===== config.mk =====
export PLATFORM = sky130hd
export DESIGN_NAME = sw_led_select_multi
export DESIGN_NICKNAME = d
export VERILOG_FILES = /design/src/rtl/sw_led_select_multi_pkg.sv /design/src/rtl/sw_led_select_multi_debounce.sv /design/src/rtl/sw_led_select_multi.sv
export SDC_FILE = /design/constraint.sdc
export NUM_CORES = 1
export LEC_CHECK = 0
export BUFFER_PORTS_ARGS = -buffer_cell sky130_fd_sc_hd__buf_2
export CAP_MARGIN = 20
export CORE_MARGIN = 10
export CORE_UTILIZATION = 35
export DETAILED_ROUTE_END_ITERATION = 16
export SKIP_LAST_GASP = 1
export SLEW_MARGIN = 10
export SYNTH_ARGS = -nofsm -noshare
export SYNTH_HDL_FRONTEND = slang
export SYNTH_SLANG_ARGS = --single-unit

===== constraint.sdc =====
create_clock -name CLK -period 1.8 [get_ports CLK]
set_clock_uncertainty 0.1 [all_clocks]
set_input_delay 0.09 -clock CLK [delete_from_list [all_inputs] [get_ports CLK]]
set_output_delay 0.09 -clock CLK [all_outputs]
set_load 0.02 [all_outputs]

===== src/rtl/sw_led_select_multi_pkg.sv =====
// sw_led_select_multi_pkg
//   Shared helpers for the multi-channel push-switch mode selector:
//   - clog2     : ceiling log2 used for counter / register widths
//   - maj3      : 3-input majority vote used by the debouncer
//   - DEF_*     : default parameter values for the top level
package sw_led_select_multi_pkg;

  localparam int DEF_NUM_SW     = 4;
  localparam int DEF_TICK_DIV   = 524288;
  localparam int DEF_NUM_MODES  = 4;
  localparam int DEF_LONG_TICKS = 64;

  // Ceiling log2; clog2(1) = 0.
  function automatic int clog2(input int value);
    int r;
    int x;
    r = 0;
    x = value - 1;
    while (x > 0) begin
      r = r + 1;
      x = x >> 1;
    end
    return r;
  endfunction

  // True when at least two of the three samples are set.
  function automatic logic maj3(input logic [2:0] s);
    return (s[0] & s[1]) | (s[0] & s[2]) | (s[1] & s[2]);
  endfunction

endpackage


===== src/rtl/sw_led_select_multi_debounce.sv =====
// sw_debounce_ch
//   One switch channel: 2-FF synchroniser, 3-sample shift register loaded
//   on the shared tick, majority filter, registered filtered level, edge
//   detection and a saturating hold counter.
// Ports:
//   i_clk, i_rst   clock, synchronous active-high reset
//   i_tick         shared sample tick (1-cycle pulse)
//   i_psw          raw asynchronous switch input
//   o_filt         registered debounced level
//   o_rise/o_fall  combinational edges of the debounced level
//   o_hold_done    high in the cycle the hold counter steps to LONG_TICKS
//   o_hold_lt      hold counter (before any clear) is below LONG_TICKS
module sw_debounce_ch
  import sw_led_select_multi_pkg::*;
#(
  parameter int LONG_TICKS = DEF_LONG_TICKS
) (
  input  logic i_clk,
  input  logic i_rst,
  input  logic i_tick,
  input  logic i_psw,
  output logic o_filt,
  output logic o_rise,
  output logic o_fall,
  output logic o_hold_done,
  output logic o_hold_lt
);

  localparam int HW = clog2(LONG_TICKS + 1);
  localparam logic [HW-1:0] HOLD_MAX  = HW'(LONG_TICKS);
  localparam logic [HW-1:0] HOLD_LAST = HW'(LONG_TICKS - 1);

  logic [1:0]    r_sync;
  logic [2:0]    r_smp;
  logic          r_filt;
  logic [HW-1:0] r_hold;
  logic          w_filt;
  logic          w_hold_inc;

  assign w_filt     = maj3(r_smp);
  assign w_hold_inc = i_tick & w_filt & (r_hold < HOLD_MAX);

  always_ff @(posedge i_clk) begin
    if (i_rst) begin
      r_sync <= '0;
      r_smp  <= '0;
      r_filt <= 1'b0;
      r_hold <= '0;
    end else begin
      r_sync <= {r_sync[0], i_psw};
      if (i_tick) r_smp <= {r_smp[1:0], r_sync[1]};
      r_filt <= w_filt;
      // Clearing on a low filter wins; otherwise count ticks up to saturation.
      if (!w_filt)         r_hold <= '0;
      else if (w_hold_inc) r_hold <= r_hold + 1'b1;
    end
  end

  assign o_filt      = r_filt;
  assign o_rise      = w_filt & ~r_filt;
  assign o_fall      = ~w_filt & r_filt;
  // Only the step into saturation fires, so a long hold reports once.
  assign o_hold_done = w_hold_inc & (r_hold == HOLD_LAST);
  // r_hold still holds its pre-clear value in the fall cycle.
  assign o_hold_lt   = (r_hold < HOLD_MAX);

endmodule


===== src/rtl/sw_led_select_multi.sv =====
// sw_led_select_multi
//   NUM_SW independent push-switch channels. Each is debounced on a shared
//   slow tick and drives a wrap-around mode counter: a short press steps
//   the mode, a long press returns it to mode 0. Modes are shown one-hot.
// Ports:
//   CLK          clock (rising edge)
//   RST          synchronous active-high reset
//   PSW          raw switch inputs, one per channel
//   LED          one-hot mode per channel, LED[i*NUM_MODES+m]
//   SW_FILT      registered debounced level per channel
//   SHORT_PRESS  1-cycle pulse when a short press is accepted
//   LONG_PRESS   1-cycle pulse when a long press is recognised
module sw_led_select_multi
  import sw_led_select_multi_pkg::*;
#(
  parameter int NUM_SW     = DEF_NUM_SW,
  parameter int TICK_DIV   = DEF_TICK_DIV,
  parameter int NUM_MODES  = DEF_NUM_MODES,
  parameter int LONG_TICKS = DEF_LONG_TICKS
) (
  input  logic                        CLK,
  input  logic                        RST,
  input  logic [NUM_SW-1:0]           PSW,
  output logic [NUM_SW*NUM_MODES-1:0] LED,
  output logic [NUM_SW-1:0]           SW_FILT,
  output logic [NUM_SW-1:0]           SHORT_PRESS,
  output logic [NUM_SW-1:0]           LONG_PRESS
);

  localparam int CW = clog2(TICK_DIV);
  localparam int MW = (clog2(NUM_MODES) < 1) ? 1 : clog2(NUM_MODES);
  localparam logic [CW-1:0] TICK_LAST = CW'(TICK_DIV - 1);
  localparam logic [MW-1:0] MODE_LAST = MW'(NUM_MODES - 1);

  logic [CW-1:0] r_tick_cnt;
  logic          w_tick;

  assign w_tick = (r_tick_cnt == TICK_LAST);

  always_ff @(posedge CLK) begin
    if (RST)         r_tick_cnt <= '0;
    else if (w_tick) r_tick_cnt <= '0;
    else             r_tick_cnt <= r_tick_cnt + 1'b1;
  end

  for (genvar i = 0; i < NUM_SW; i++) begin : g_ch
    logic                 w_filt;
    logic                 w_rise;
    logic                 w_fall;
    logic                 w_hold_done;
    logic                 w_hold_lt;
    logic                 w_short;
    logic [MW-1:0]        r_mode;
    logic                 r_short;
    logic                 r_long;
    logic [NUM_MODES-1:0] w_led;

    sw_debounce_ch #(
      .LONG_TICKS (LONG_TICKS)
    ) u_deb (
      .i_clk       (CLK),
      .i_rst       (RST),
      .i_tick      (w_tick),
      .i_psw       (PSW[i]),
      .o_filt      (w_filt),
      .o_rise      (w_rise),
      .o_fall      (w_fall),
      .o_hold_done (w_hold_done),
      .o_hold_lt   (w_hold_lt)
    );

    // Release after a long press is swallowed: no pulse, no mode step.
    assign w_short = w_fall & w_hold_lt;

    // hold_done needs filt high and a short press needs filt low, so the
    // two branches never compete in the same cycle.
    always_ff @(posedge CLK) begin
      if (RST) begin
        r_mode  <= '0;
        r_short <= 1'b0;
        r_long  <= 1'b0;
      end else begin
        r_short <= w_short;
        r_long  <= w_hold_done;
        if (w_hold_done)  r_mode <= '0;
        else if (w_short) r_mode <= (r_mode == MODE_LAST) ? '0 : r_mode + 1'b1;
      end
    end

    always_comb begin
      w_led = '0;
      for (int m = 0; m < NUM_MODES; m++) begin
        w_led[m] = (r_mode == MW'(m));
      end
    end

    assign LED[i*NUM_MODES +: NUM_MODES] = w_led;
    assign SW_FILT[i]     = w_filt;
    assign SHORT_PRESS[i] = r_short;
    assign LONG_PRESS[i]  = r_long;

    logic w_unused;
    assign w_unused = w_rise;
  end

endmodule


* Yosys cells after proc, flatten, opt, wreduce, memory -nomap -nowiden
Index checks and enable logic that the tools add are counted.
W data, S select, Z words.
** Word-level totals
- Flip-flop bits (word level) :: 87
** Operators by class
- Multiplexer cells :: 4
- Add/subtract/negate cells :: 9
- Order comparisons :: 4
- Equality and inequality tests :: 17
- Reductions and logical operators :: 13
- Bitwise logic cells :: 44
** Operators with widths (count)
- $and A1 B1 Y1 :: 32
- $add A7 B1 Y7 const B :: 4
- $eq A7 B6 Y1 const B :: 4
- $lt A7 B7 Y1 const B :: 4
- $add A19 B1 Y19 const B :: 1
- $eq A19 B19 Y1 const B :: 1
- $reduce_or A2 Y1 :: 9
- $eq A2 B2 Y1 const B :: 8
- $add A2 B1 Y2 const B :: 4
- $eq A2 B1 Y1 const B :: 4
- $logic_not A2 Y1 :: 4
- $mux W2 :: 4
- $or A1 B1 Y1 :: 8
- $not A1 Y1 :: 4

* Depth between registers and ports, before layout
Gate-level depths: netlist (run 1).
- Word-level depth :: 7
- Mapped depth :: 8
- Mapped depth without buffers :: 5

* Hierarchy
A second synthesis (run 1) with hierarchy kept.
** Unflattened totals
- Cell total of the unflattened synthesis :: 412
- Area, all modules :: 3958.8 sq um
** By module, submodules not included
- sw_debounce_ch :: cells each 58, area each 569.3 sq um, times used 4, seq. area each 260.2 sq um
- sw_led_select_multi :: cells each 180, area each 1681.6 sq um, times used 1, seq. area each 700.7 sq um

* Worst setup path after synthesis (run 1)
Ideal clock, no wire load.
- Path kind :: register -> register
- From :: reg r_tick_cnt[0]
- To :: reg g_ch[2].u_deb.r_hold[2]
- Buffers on the path :: 2
- Cell stages (with the launch flop) :: 8
- Setup slack :: -0.074 ns
- Data arrival time :: 1.704 ns
- Period minus slack after synthesis :: 1.874 ns
- Path through :: dfxtp_1 > ha_1 > and4_1 > buf_6 > nand2_4 > buf_2 > or4_1 > a21oi_1
** On the way
- Longest elaborated chain between the ends :: 3
** RTL lines
- start, declared :: RTL line sw_led_select_multi.sv:35 : logic [CW-1:0] r_tick_cnt;
- start signal, assigned :: RTL line sw_led_select_multi.sv:43 : else r_tick_cnt <= r_tick_cnt + 1'b1;
- $eq A19 B19 Y1 :: RTL line sw_led_select_multi.sv:38 : assign w_tick = (r_tick_cnt == TICK_LAST);
- $and A1 B1 Y1 (2 in a row) :: RTL line sw_led_select_multi_debounce.sv:41 : assign w_hold_inc = i_tick & w_filt & (r_hold < HOLD_MAX);
- end signal, assigned :: RTL line sw_led_select_multi_debounce.sv:55 : else if (w_hold_inc) r_hold <= r_hold + 1'b1;
- end, declared :: RTL line sw_led_select_multi_debounce.sv:36 : logic [HW-1:0] r_hold;
Every way passes these cells.
A chain may end at the register's enable or synchronous reset.

* Final worst setup path (run 1)
- From :: reg r_tick_cnt[0]
- To :: reg g_ch[0].u_deb.r_hold[2]
** On the way
- Longest elaborated chain between the ends :: 3
** RTL lines (RTL line)
- $eq A19 B19 Y1 :: sw_led_select_multi.sv:38
- $and A1 B1 Y1 (2 in a row) :: sw_led_select_multi_debounce.sv:41
- end signal, assigned :: sw_led_select_multi_debounce.sv:55
- end, declared :: sw_led_select_multi_debounce.sv:36
Every way passes these cells.

==> flow_summary.json, run 1 <==
{
  "status": "complete, but fails checks",
  "violations": "negative setup slack",
  "drc": 0,
  "path_buf_inv": 2,
  "cts_buffers": 9,
  "syn_area_um2": 4000,
  "max_stage_delay_ns": 0.35,
  "die_h_um": 127,
  "final_cells": 649,
  "initial_core_util": 0.363,
  "yosysTopAreaCell": "dfxtp_1",
  "synth.area.top_cells": "dfxtp_1 44%, ha_1 6.6%, a21oi_1 4.9%, o31ai_1 3.4%, or4_1 3.2%",
  "cap_violations": 0,
  "clock.fmax_mhz": 553,
  "fin_area_um2": 5060,
  "ant_nets": 0,
  "cp_max_fo": 5,
  "fin_crit_ns": 1.81,
  "grt_max_degree": 58,
  "cp.depth": 7,
  "seq_area_frac_synth": 0.436,
  "core_um2": 11000,
  "synth_nets": 460,
  "drive_gt1_frac": 0.255,
  "ff2ff_path_depth": 7,
  "drt_first_pass_iters": 4,
  "highest_layer": "met4",
  "grt_pass1_wl_um": 14600,
  "viasPerCell": 5.19,
  "comb_power_share": 0.018,
  "area.growth.synth_to_final_pct": 26.4,
  "grt_pass1_vias": 3245,
  "die_area_um2": 16100,
  "yosysWarnings": 0,
  "power_density_nw_per_um2": 772,
  "rows": 38,
  "leakagePower_nw": 1.92,
  "p_clk_frac": 0.484,
  "die_w_um": 127,
  "met3_length_um": 527,
  "drt-initial-drc-count": 182,
  "ios": 34,
  "rsz0062_at_grt": "true",
  "final_cell_mix": "85 x dfxtp_1, 52 x buf_4, 37 x a21oi_1, 33 x buf_2",
  "fin_hold_ws_ns": 0.113,
  "crit_family": "simple AND/OR/NAND/NOR gates",
  "tightest_slew_ns": 0.529,
  "netlist_instances": 433,
  "routedWlPerCell_um": 14.0,
  "arrival_ns": 1.98,
  "hold_class": "primary input to flop",
  "cts_buffer_depth": 2,
  "grt_usage": 0.106,
  "diodes": 0,
  "r2r_start": "r_tick_cnt[0]",
  "r2r_slack_ns": -0.008,
  "pwr-share-seq": 0.499,
  "avgSynthCellArea_um2": 9.24,
  "io_buffers": 33,
  "met2_length_um": 4320,
  "place_area_um2": 4530,
  "yosys.area.top_type_share": 0.436,
  "totalWireLength_um": 9100,
  "worstReg2RegEnd": "g_ch[0].u_deb.r_hold[2]",
  "ys_ff_latch": 87,
  "cts_root_buffer": "clkbuf_16",
  "gp_congestion": 0.777,
  "peakVddDrop_mv": 0.631,
  "setup_violations": 1,
  "layout_commonest_cell": "dfxtp_1",
  "holdCritStartpoint": "RST",
  "period_share": 1.00,
  "slew_headroom": 0.647,
  "p_sw_uw": 813,
  "internal_power_mw": 3.09,
  "htreeDepth": 3,
  "hpwl_um": 6060,
  "antenna_found_initial": 0,
  "critPathCaptureType": "flop",
  "dp.cells": 620,
  "insertion_delay_ns": 0.34,
  "hold_depth": 2,
  "hold_violations": 0,
  "path_cells": "ha_4, and4_4, buf_6, nand4b_1, buf_4, or3_1, a21oi_2",
  "finalWorstSetupSlack_ns": -0.00838,
  "cts_tree": "done",
  "slew_viol_final": 0,
  "setup.worst_path.class": "flop to flop",
  "clk_pin_slew_ns": 0.06,
  "required_ns": 1.98,
  "worst_setup_path_start_kind": "flop",
  "overflow": 0,
  "cts.sinks": 87,
  "wl_met1_um": 4170,
  "crit_slowest_cell": "dfxtp_2",
  "vias": 3371,
  "p_sw_frac": 0.208,
  "synthDistinctLibCells": 41,
  "hold_end": "r_tick_cnt[14]",
  "nNetsFinal": 531
}
[cell type report]
type / instances / area [um2]
clock inverter: 6 / 67.6
timing repair buffer: 94 / 697
tap: 140 / 175
multi-input combinational: 292 / 2060
fill: 1061 / 5970
clock buffer: 10 / 239
sequential: 87 / 1740
inverter: 20 / 75.1
[registers in the layout, indices dropped and copies added (netlist names)]
signal / flops
g_ch.r_long: 4
g_ch.r_mode: 8
g_ch.r_short: 4
g_ch.u_deb.o_filt: 4
g_ch.u_deb.r_hold: 28
g_ch.u_deb.r_smp: 12
g_ch.u_deb.r_sync: 8
r_tick_cnt: 19
[worst reg2reg max path, delay by kind of cell (launching register included)]
kind / cells / cell delay [ns]
and+or+nand+nor: 3 / 0.72
DFF: 1 / 0.35
adders and majority gates: 1 / 0.13
AOI/OAI and AO/OA: 1 / 0.13
buffers and inverters: 2 / 0.31
[synth_stat cells, drive strengths merged]
cell    number
xnor2        5
nand2       15
xor2         8
nor3        12
or4         17
nand3b       2
ha          21
nor2        21
buf         22
o31ai       18
or2          1
nor3b        6
maj3         4
o21a         2
nor4         6
nor2b       15
a21oi       39
a41oi        1
and4b        2
nand3       21
dfxtp       87
clkbuf      13
nand4       15
mux2i       10
and3         6
and2         2
a21o         1
o21ai       17
or3          5
a31o         3
nand4b       4
and4         6
inv         20
nand2b       6
[metrics by stage]
stage | setup slack [ns] | total power, mW | utilization | setup TNS (ns)
final | -0.00838 | 3.90 | 0.458 | -0.00838
after global routing | -0.0577 | 4.03 | 0.458 | -0.511
after CTS | 0.00172 | 3.95 | 0.443 | 0
after detailed placement | -0.0372 | 2.05 | 0.410 | -0.265
after global placement | -0.0259 | 2.05 | 0.410 | -0.0259
after floorplan | 0.00930 | 2.02 | - | 0
[worst max-delay path by stage]
stage / from / slack [ns] / endpoint
after CTS: r_tick_cnt[7] / 0.002 / g_ch[3].u_deb.r_hold[4]
final: r_tick_cnt[0] / -0.008 / g_ch[0].u_deb.r_hold[2]
after floorplan: r_tick_cnt[1] / 0.009 / g_ch[2].u_deb.r_hold[2]
after global routing: r_tick_cnt[5] / -0.06 / g_ch[0].u_deb.r_hold[4]
after global placement: r_tick_cnt[1] / -0.03 / g_ch[0].u_deb.r_hold[3]
after detailed placement: r_tick_cnt[1] / -0.04 / g_ch[1].u_deb.r_hold[5]
[timing repair]
item | CTS | global route
hold buffers | 4 | 0
hold endpoints to repair | 4 | 0
pin swaps | 2 | 7
cloned | 0 | 3
setup endpoints to repair | 20 | 58
buffers inserted | 0 | 6
resized for setup | 5 | 12
[power groups by stage]
| stage | Sequential (mW) | Clock [mW] | Combinational, mW |
|---|---|---|---|
| after floorplan | 1.99 | 0 | 0.0335 |
| after global placement | 1.99 | 0 | 0.0586 |
| after detailed placement | 1.99 | 0 | 0.0612 |
| after CTS | 1.94 | 1.93 | 0.0680 |
| after global routing | 1.95 | 2.01 | 0.0773 |
| final | 1.95 | 1.89 | 0.0684 |
[logic make-up (layout without fill, tap and decap cells)]
logic type	Yosys count	after routing	share of synthesized area
buffers and inverters	55	130	0.0710
multiplexers	10	10	0.0250
adder cells (fa/ha/maj)	25	25	0.0757
AND/OR/NAND/NOR	162	163	0.246
AO/OA/AOI/OAI	81	81	0.118
flip-flops	87	87	0.436
XOR/XNOR	13	13	0.0285
[metal layers]
| layer | vias to the layer above | track usage |
|---|---|---|
| li1 | 1696 | - |
| met1 | 1594 | 0.123 |
| met2 | 73 | 0.178 |
| met3 | 8 | 0.0379 |
| met4 | 0 | 0.0355 |
| met5 | - | 0 |
No activity file was read; power rests on OpenSTA's default activity.
==> inputs of run 2 (changes only) <==
--- a/config.mk
+++ b/config.mk
@@ -14,4 +14,5 @@
 export SLEW_MARGIN = 10
 export SYNTH_ARGS = -nofsm -noshare
 export SYNTH_HDL_FRONTEND = slang
+export SYNTH_HIERARCHICAL = 1
 export SYNTH_SLANG_ARGS = --single-unit
==> run 2 against run 1 <==
Net effect:
- the run still ends with negative setup slack left
- sequential cell count unchanged
- routed wire length decreased by 18%
- critical path type unchanged
- clock-buffer cell count unchanged
- sequential share of layout area increased by 0.16 points
- maximum frequency decreased by 1.7%
- critical endpoint is now g_ch[1].u_deb/r_hold[1]
- synthesized cell count decreased by 5.8%
- area after synthesis decreased by 1.4%
- clock power increased by 13%
- global-route usage decreased by 1.4 points
- worst setup slack got worse by 0.031 ns
- register-to-register slack got worse by 0.03 ns
- power increased by 6.5%
==> flow_summary.json, run 2 <==
{
  "cts_buffer_depth": 2,
  "area.growth.synth_to_final_pct": 27.7,
  "vias": 2915,
  "final_cells": 623,
  "avgSynthCellArea_um2": 9.67,
  "nFillCells": 1034,
  "crit_slowest_cell": "dfxtp_2",
  "routedWlPerCell_um": 12.0,
  "hold_class": "primary input to flop",
  "cts_buffers": 9,
  "status": "complete, but fails checks",
  "layout_commonest_cell": "dfxtp_1",
  "required_ns": 1.91,
  "nNetsFinal": 505,
  "dp.cells": 595,
  "path_cells": "ha_4, and3_4, nand3_4, nor2_4, buf_12, buf_8, nor2b_4, mux2i_1, nor2_1",
  "diodes": 0,
  "regMostFlops": "g_ch.u_deb/r_hold",
  "ios": 34,
  "die_area_um2": 15900,
  "die_w_um": 126,
  "rows": 38,
  "grt_usage": 0.0926,
  "hold_violations": 0,
  "cts_tree": "done",
  "drt-initial-drc-count": 136,
  "cts.sinks": 87,
  "period_share": 1.02,
  "violations": "negative setup slack",
  "utilization": 0.461,
  "ant_nets": 0,
  "arrival_ns": 1.95,
  "slew_headroom": 0.736,
  "die_h_um": 126,
  "totalWireLength_um": 7500,
  "p_total_mw": 4.16,
  "drt_first_pass_iters": 4,
  "hpwl_um": 5240,
  "worst_setup_path_start_kind": "flop",
  "crit_family": "simple AND/OR/NAND/NOR gates",
  "peakVddDrop_mv": 0.450,
  "viasPerCell": 4.68,
  "tightest_slew_ns": 0.391,
  "cap_violations": 0,
  "largest_reg_flops": 28,
  "overflow": 0,
  "grt_pass1_vias": 2827,
  "path_buf_inv": 2,
  "netlist_instances": 408,
  "setup.worst_path.class": "flop to flop",
  "drc": 0,
  "slew_viol_final": 0,
  "fin_crit_ns": 1.84,
  "setup_violations": 13,
  "final_cell_mix": "84 x dfxtp_1, 44 x nor2_1, 38 x buf_4, 33 x buf_2, 22 x inv_1",
  "synth_nets": 435,
  "htreeDepth": 3,
  "power_density_nw_per_um2": 826,
  "syn_area_um2": 3940,
  "grt_pass1_wl_um": 12600,
  "leakagePower_nw": 2.28,
  "clock.fmax_mhz": 544,
  "cts_root_buffer": "clkbuf_16",
  "io_buffers": 33,
  "critPathCaptureType": "flop",
  "finalWorstSetupSlack_ns": -0.0397,
  "rsz0062_at_grt": "true",
  "gp_congestion": 0.770,
  "top_regs": "g_ch.u_deb/r_hold x28, r_tick_cnt x19, g_ch.u_deb/r_smp x12",
  "yosysWarnings": 6,
  "drive_gt1_frac": 0.286,
  "cp_max_fo": 6,
  "initial_core_util": 0.361,
  "clk_pin_slew_ns": 0.06,
  "setup_tns_ns": -0.189,
  "core_um2": 10900,
  "antenna_found_initial": 0,
  "grt_max_degree": 20,
  "insertion_delay_ns": 0.33,
  "max_stage_delay_ns": 0.35
}
run 2: changes by cell type in the layout (fill, tap and decap cells not counted), sizes merged, moves of 5 or more:
cell	delta
a21oi	-21
o31ai	-17
nand3	-9
buf	-10
nor3b	-6
nor2b	+9
or3	+9
mux2i	+10
or4	-16
nand4	-5
nor2	+24
xnor2	+12
nor3	+6
run 2: cell type report:
class / instances / area, um2 / area share
inverter: 22 / 82.6 / 0.0164
timing repair buffer: 82 / 582 / 0.116
clock buffer: 10 / 239 / 0.0475
sequential: 87 / 1750 / 0.347
multi-input combinational: 276 / 2100 / 0.418
clock inverter: 6 / 108 / 0.0214
tap: 140 / 175 / 0.0348
run 2: worst paths after layout:
| kind | from | to | slack [ns] | cells after the start |
|---|---|---|---|---|
| worst max register to register | r_tick_cnt[0] | g_ch[1].u_deb/r_hold[1] | -0.04 | 9 |
| worst min-delay path | RST | g_ch[1].u_deb/r_smp[1] | 0.06 | 2 |
| worst max-delay path | r_tick_cnt[0] | g_ch[1].u_deb/r_hold[1] | -0.04 | 9 |
| worst min register to register | g_ch[3].u_deb/r_sync[0] | g_ch[3].u_deb/r_sync[1] | 0.34 | 1 |
run 2: power by group:
group | switching, mW | leakage [nW] | internal (mW)
Combinational | 0.0380 | 1.41 | 0.0386
Clock | 0.741 | 0.168 | 1.39
Sequential | 0.00967 | 0.704 | 1.94
Total | 0.789 | 2.28 | 3.37
run 2: what timing repair did:
item / CTS / global route
pin swaps: 1 / 6
buffers inserted: 4 / 4
endpoints found under the setup margin: 25 / 33
gates resized for setup: 9 / 33
hold buffers: 4 / 0
endpoints found under the hold margin: 4 / 0
run 2: metal layers:
| metal | up-vias | wire (um) | GRT usage |
|---|---|---|---|
| li1 | 1521 | - | - |
| met1 | 1356 | 3380 | 0.103 |
| met2 | 32 | 3690 | 0.158 |
| met3 | 6 | 350 | 0.0340 |
| met4 | 0 | 76 | 0.0342 |
| met5 | - | 0 | 0 |
run 2: through the flow:
| stage | hold slack [ns] | cell area [um2] | setup slack [ns] |
|---|---|---|---|
| floorplan | 0.0616 | 3990 | -0.00602 |
| global placement | 0.207 | 4440 | -0.0465 |
| detailed placement | 0.215 | 4440 | -0.0934 |
| CTS | 0.0580 | 4890 | -0.0214 |
| global route | 0.0785 | 5040 | -0.129 |
| finish | 0.0592 | 5040 | -0.0397 |
